==> config.mk <==
export PLATFORM = sky130hd
export DESIGN_NAME = mem_access_unit
export DESIGN_NICKNAME = d
export VERILOG_FILES = /design/src/rtl/mem_access_unit.sv
export SDC_FILE = /design/constraint.sdc
export NUM_CORES = 1
export LEC_CHECK = 0
export ABC_CLOCK_PERIOD_IN_PS = 3000
export CORE_MARGIN = 2
export CORE_UTILIZATION = 50
export CTS_BUF_LIST = sky130_fd_sc_hd__clkbuf_8
export CTS_CLUSTER_DIAMETER = 150
export DETAILED_ROUTE_END_ITERATION = 10
export PLACE_DENSITY = 0.95
export SLEW_MARGIN = 20
export SYNTH_ARGS = -nofsm -noshare
export SYNTH_HDL_FRONTEND = slang
export SYNTH_SLANG_ARGS = --single-unit
==> constraint.sdc <==
create_clock -name clk -period 3 [get_ports clk]
set_clock_uncertainty 0.2 [all_clocks]
set_input_delay 0.9 -clock clk [delete_from_list [all_inputs] [get_ports clk]]
set_output_delay 0.9 -clock clk [all_outputs]
set_load 0.01 [all_outputs]
==> src/rtl/mem_access_unit.sv <==
// mem_access_unit: data-memory load/store sequencer for the multicycle core.
// Runs one valid/ready request (+ read response) per command and aligns data.
// Ports:
//   clk, rst_n             clock, async active-low reset
//   start/is_store/funct3  command from control FSM (sampled in IDLE)
//   addr/store_data        byte address and rs2 value
//   busy/done              activity flag, one-cycle completion pulse
//   misaligned/fault       status, valid while done=1
//   load_data              extended load result (drives MDR)
//   mem_req_*/mem_we/...   request channel to data memory
//   mem_rsp_valid/rdata    read response from data memory
module mem_access_unit #(
  parameter int unsigned TIMEOUT = 64
) (
  input  logic        clk,
  input  logic        rst_n,
  input  logic        start,
  input  logic        is_store,
  input  logic [2:0]  funct3,
  input  logic [31:0] addr,
  input  logic [31:0] store_data,
  output logic        busy,
  output logic        done,
  output logic        misaligned,
  output logic        fault,
  output logic [31:0] load_data,
  output logic        mem_req_valid,
  input  logic        mem_req_ready,
  output logic        mem_we,
  output logic [31:0] mem_addr,
  output logic [31:0] mem_wdata,
  output logic [3:0]  mem_wstrb,
  input  logic        mem_rsp_valid,
  input  logic [31:0] mem_rdata
);

  localparam int unsigned CW =
    (TIMEOUT > 2) ? $clog2(TIMEOUT) : 1;
  localparam int unsigned TLIM =
    (TIMEOUT == 0) ? 0 : TIMEOUT - 1;
  localparam logic [CW-1:0] TLIM_C = TLIM[CW-1:0];

  typedef enum logic [1:0] {
    S_IDLE, S_REQ, S_WAIT, S_DONE
  } state_e;

  state_e        state_q, state_d;
  logic          we_q;
  logic [2:0]    f3_q;
  logic [31:0]   addr_q;
  logic [31:0]   wdata_q, wdata_d;
  logic [3:0]    wstrb_q, wstrb_d;
  logic          err_q, err_d;
  logic          fault_q, fault_d;
  logic [CW-1:0] cnt_q;
  logic [31:0]   ld_q, ld_d;
  logic          tmo;
  logic          acc;
  logic [7:0]    rb;
  logic [15:0]   rh;

  assign acc = mem_req_valid && mem_req_ready;
  assign tmo = (TIMEOUT != 0) && (cnt_q == TLIM_C);

  // command legality and alignment
  always_comb begin
    err_d = 1'b0;
    if (is_store)
      err_d = (funct3 >= 3'd3);
    else
      err_d = (funct3 == 3'd3) || (funct3[2:1] == 2'b11);
    if (funct3[1:0] == 2'd1 && addr[0])
      err_d = 1'b1;
    if (funct3[1:0] == 2'd2 && addr[1:0] != 2'd0)
      err_d = 1'b1;
  end

  // store lane replication and byte enables
  always_comb begin
    wdata_d = store_data;
    wstrb_d = 4'b0000;
    if (is_store) begin
      unique case (1'b1)
        funct3[1:0] == 2'd0: begin
          wdata_d = {4{store_data[7:0]}};
          wstrb_d = 4'b0001 << addr[1:0];
        end
        funct3[1:0] == 2'd1: begin
          wdata_d = {2{store_data[15:0]}};
          wstrb_d = addr[1] ? 4'b1100 : 4'b0011;
        end
        default: begin
          wdata_d = store_data;
          wstrb_d = 4'b1111;
        end
      endcase
    end
  end

  // load lane extraction and extension
  assign rb = mem_rdata[{addr_q[1:0], 3'b000} +: 8];
  assign rh = mem_rdata[{addr_q[1], 4'b0000} +: 16];

  always_comb begin
    unique case (f3_q)
      3'd0:    ld_d = {{24{rb[7]}}, rb};
      3'd1:    ld_d = {{16{rh[15]}}, rh};
      3'd4:    ld_d = {24'd0, rb};
      3'd5:    ld_d = {16'd0, rh};
      default: ld_d = mem_rdata;
    endcase
  end

  always_ff @(posedge clk or negedge rst_n) begin
    if (!rst_n) state_q <= S_IDLE;
    else        state_q <= state_d;
  end

  // completion beats timeout when both land in one cycle
  always_comb begin
    state_d = state_q;
    fault_d = 1'b0;
    unique case (state_q)
      S_IDLE:
        if (start) state_d = err_d ? S_DONE : S_REQ;
      S_REQ:
        if (acc) begin
          state_d = we_q ? S_DONE : S_WAIT;
        end else if (tmo) begin
          state_d = S_DONE;
          fault_d = 1'b1;
        end
      S_WAIT:
        if (mem_rsp_valid) begin
          state_d = S_DONE;
        end else if (tmo) begin
          state_d = S_DONE;
          fault_d = 1'b1;
        end
      default:
        state_d = S_IDLE;
    endcase
  end

  always_comb begin
    busy          = (state_q != S_IDLE);
    done          = (state_q == S_DONE);
    misaligned    = done && err_q;
    fault         = done && fault_q;
    mem_req_valid = (state_q == S_REQ);
  end

  assign mem_we    = we_q;
  assign mem_addr  = {addr_q[31:2], 2'b00};
  assign mem_wdata = wdata_q;
  assign mem_wstrb = wstrb_q;
  assign load_data = ld_q;

  always_ff @(posedge clk or negedge rst_n) begin
    if (!rst_n) begin
      we_q    <= 1'b0;
      f3_q    <= 3'd0;
      addr_q  <= 32'd0;
      wdata_q <= 32'd0;
      wstrb_q <= 4'd0;
      err_q   <= 1'b0;
      fault_q <= 1'b0;
      cnt_q   <= '0;
      ld_q    <= 32'd0;
    end else begin
      if (state_q == S_IDLE && start) begin
        we_q    <= is_store;
        f3_q    <= funct3;
        addr_q  <= addr;
        wdata_q <= wdata_d;
        wstrb_q <= wstrb_d;
        err_q   <= err_d;
        fault_q <= 1'b0;
        cnt_q   <= '0;
      end else if (state_q == S_REQ || state_q == S_WAIT) begin
        cnt_q   <= cnt_q + CW'(1);
        fault_q <= fault_d;
      end
      if (state_q == S_WAIT && mem_rsp_valid)
        ld_q <= ld_d;
    end
  end

endmodule

==> impl_metrics.csv <==
group,metric,value,unit
status,outcome,"finished, final reports clean",
routing,ant_nets,0,
synthesis,yosysTopAreaCellShare,49.3,%
synthesis,synth.top_cells.by_area,"sky130_fd_sc_hd__dfrtp_1 49%, sky130_fd_sc_hd__nand2_1 12%, sky130_fd_sc_hd__o21ai_0 5.4%",
synthesis,ys_types,47,
critical_path,required,1.90,ns
critical_path,crit_path_start_kind,"register",
critical_path,rr_worst_depth,6,
synthesis,yosys_warnings,0,
clock_network,cts_tree,"built",
critical_path,path_max_fanout,6,
finish,flow.area_growth_from_synthesis,41.3,%
global_route,grt_pass1_wl,27800,um
timing,post-route-period-util,95.7,%
clock_network,cts.sink_count,114,
timing,fin_tns_setup,0,ns
global_route,grt.total_usage,28.1,%
finish,finish.instance_area,8190,um2
routing,routedWlPerCell,17.9,um
floorplanning,placeableCoreArea,11400,um2
timing,timing_worst_slew_pin_value,0.641,ns
routing,maxUsedRoutingLayer,"met4",
floorplanning,die_h,112,um
floorplanning,design.die.area,12500,um2
critical_path,critical_path.endpoint_type,"primary output",
synthesis,avgSynthCellArea,9.11,um2
placement,port_buffers,208,
floorplanning,dieWidth,112,um
floorplanning,ios,211,
placement,placement.cell_area,7820,um2
routing,detailroute.via_count,5367,
routing,wirelength_met1,6700,um
synthesis,async_flop_share,100,%
global_route,antenna_found_initial,0,
global_route,grt_ovf,0,
finish,multi_input_area,2490,um2
clock_network,cts_htree_levels,4,
routing,number_of_detailed_route_iterations_in_the_first_pass,6,
power_and_ir_drop,power-per-cell-area,990,nW/um2
clock_network,cts_buffers,17,
timing,timing_max_transition_violations_final,0,
routing,met2_wirelength,8390,um
finish,post_route_cells_drive_above_1_share,9.26,%
routing,drc_viols,0,
synthesis,synth_area_leader_cell,"sky130_fd_sc_hd__dfrtp_1",
power_and_ir_drop,worst_ir_drop_vdd,0.576,mV
routing,routed_length_on_met3,1570,um
critical_path,criticalPathCategory,"reg2out",
global_route,via_count_of_the_first_global_routing_pass,5482,
critical_path,worst_r2r_startpoint,"addr_q[1]",
placement,place_hpwl,12400,um
critical_path,crit_arrival,1.77,ns
power_and_ir_drop,power.leakage,3.60,nW
clock_network,clk_latency,0.43,ns
power_and_ir_drop,total_power_of_the_final_layout,0.00811,W
timing,rsz_0062_raised_after_global_routing,"false",
finish,ff_latch_area,2850,um2
timing,fmax,348,MHz
routing,wirelength,17200,um
placement,finalWeightedCongestion,0.876,
timing,period_minus_slack,2.87,ns
critical_path,crit-reg2reg-capture,"load_data[25]",
synthesis,number_of_enable_flip_flop_cells_after_synthesis,0,
synthesis,synth.most_common_cell,"sky130_fd_sc_hd__nand2_1",
synthesis,synth_seq_cells,114,
job,max_cap_violations,0,
finish,finish.net_count,919,
finish,layout.core_utilization,72.0,%
timing,timing.final.hold_violations,0,
timing,final-setup-viol-count,0,
synthesis,post_synth_most_frequent_cells,"188 x sky130_fd_sc_hd__nand2_1, 114 x sky130_fd_sc_hd__dfrtp_1, 62 x sky130_fd_sc_hd__o21ai_0, 34 x sky130_fd_sc_hd__buf_4, 31 x sky130_fd_sc_hd__a21oi_1",
floorplanning,placementRows,39,
global_route,maximum_number_of_pins_on_one_net_before_global_route_repair,100,
finish,antenna-diode-count,0,
clock_network,cts.clk_slew.worst_paths,0.07,ns
routing,viasPerCell,5.57,
clock_network,clockRootBuffer,"sky130_fd_sc_hd__clkbuf_8",
critical_path,regToRegSetupSlack,0.84,ns
timing,finalHoldWorstSlack,0.209,ns
hold_path,worst_hold_path_type,"in2async",
synthesis,postSynthCellCount,636,
synthesis,yosys_most_used_dff,"sky130_fd_sc_hd__dfrtp_1",
finish,fillers,815,
synthesis,seq_area_frac_synth,49.3,%
floorplanning,initial_utilization,50.9,%
routing,initialDrtViolationCount,464,
synthesis,syn-cell-area,5790,um2
timing,slew_headroom,57.3,%
clock_network,cts.path.max_buffers,2,
## sequential cells by signal, summed over array words and instances, names as in the netlist
name	flops
addr_q	32
load_data	32
mem_wdata	32
fault_q	1
mem_wstrb	4
f3_q	3
err_q	1
state_q	2
mem_we	1
cnt_q	6
## per-layer routing
layer | up-vias | global-route usage [%]
met5 | - | 0
met4 | 0 | 13.6
met3 | 45 | 8.93
met2 | 275 | 46.2
met1 | 2576 | 33.7
li1 | 2471 | -
## worst max-delay path by stage
stage / depth (start not counted) / to / from
floorplan: 7 / mem_wdata[10] / funct3[1]
global placement: 5 / load_data[11] / mem_rdata[31]
detailed placement: 5 / load_data[10] / mem_rdata[31]
CTS: 3 / fault / state_q[1]
global route: 3 / mem_req_valid / state_q[1]
finish: 3 / mem_req_valid / state_q[1]
## timing repair
item,4_1_cts,5_1_grt
hold buffers,0,0
endpoints found under the setup margin,1,1
pin swaps,0,0
resized for setup,1,1
gates cloned,0,0
setup buffers,0,0
## stage by stage
stage | setup slack [ns] | cells
after global placement | 0.230 | 933
after floorplan | 0.781 | 637
after CTS | 0.0717 | 964
after global routing | 0.0465 | 964
final | 0.128 | 964
after detailed placement | 0.204 | 933
## area by class of cell
cell class              count  area share, %
clock buffers              22           3.70
repair buffers            228           27.7
well taps                 143           2.19
multi-input cells         441           30.5
inverters                   7          0.321
flip-flops and latches    114           34.8
clock inverters             9          0.795
## critical path, cell delays in order (launching register included)
cell                              delay [ns]
sky130_fd_sc_hd__dfrtp_1                0.42
sky130_fd_sc_hd__inv_1                  0.10
sky130_fd_sc_hd__ha_1                   0.25
sky130_fd_sc_hd__clkdlybuf4s50_1        0.57
## power by group
group	switching [W]	internal [W]	total (W)
sequential	0.000504	0.00227	0.00277
combinational	0.00195	0.00204	0.00399
clock	0.000600	0.000743	0.00134
## cell usage in the layout, fill, tap and decap left out, types with 2 or more instances in the layout
master / instances
sky130_fd_sc_hd__nand3_1: 2
sky130_fd_sc_hd__nand4_1: 2
sky130_fd_sc_hd__dfrtp_1: 114
sky130_fd_sc_hd__inv_1: 11
sky130_fd_sc_hd__nand3b_1: 8
sky130_fd_sc_hd__o21ai_1: 3
sky130_fd_sc_hd__mux2_2: 14
sky130_fd_sc_hd__buf_12: 3
sky130_fd_sc_hd__nand2b_1: 2
sky130_fd_sc_hd__o211ai_1: 17
sky130_fd_sc_hd__xor2_1: 3
sky130_fd_sc_hd__mux2i_1: 28
sky130_fd_sc_hd__o21ai_0: 62
sky130_fd_sc_hd__a22oi_1: 8
sky130_fd_sc_hd__clkinv_2: 4
sky130_fd_sc_hd__and2_1: 3
sky130_fd_sc_hd__ha_1: 4
sky130_fd_sc_hd__nand2_1: 187
sky130_fd_sc_hd__nor2_1: 17
sky130_fd_sc_hd__a2bb2oi_1: 8
sky130_fd_sc_hd__nor2b_1: 5
sky130_fd_sc_hd__clkbuf_8: 22
sky130_fd_sc_hd__a31oi_1: 9
sky130_fd_sc_hd__conb_1: 2
sky130_fd_sc_hd__a21oi_1: 31
sky130_fd_sc_hd__clkdlybuf4s50_1: 206
sky130_fd_sc_hd__buf_4: 18
sky130_fd_sc_hd__or2_2: 2
## logic make-up after synthesis
group,count (synthesis),share of synthesized area [%]
buffers and inverters,82,7.88
adders and majority gates,5,1.08
DFF,114,49.3
and+or+nand+nor,242,18.4
xor gates and xnor gates,4,0.605
AOI/OAI and AO/OA,145,14.8
other,1,0.0647
muxes,43,7.95
(Power assumes the default switching activity.)
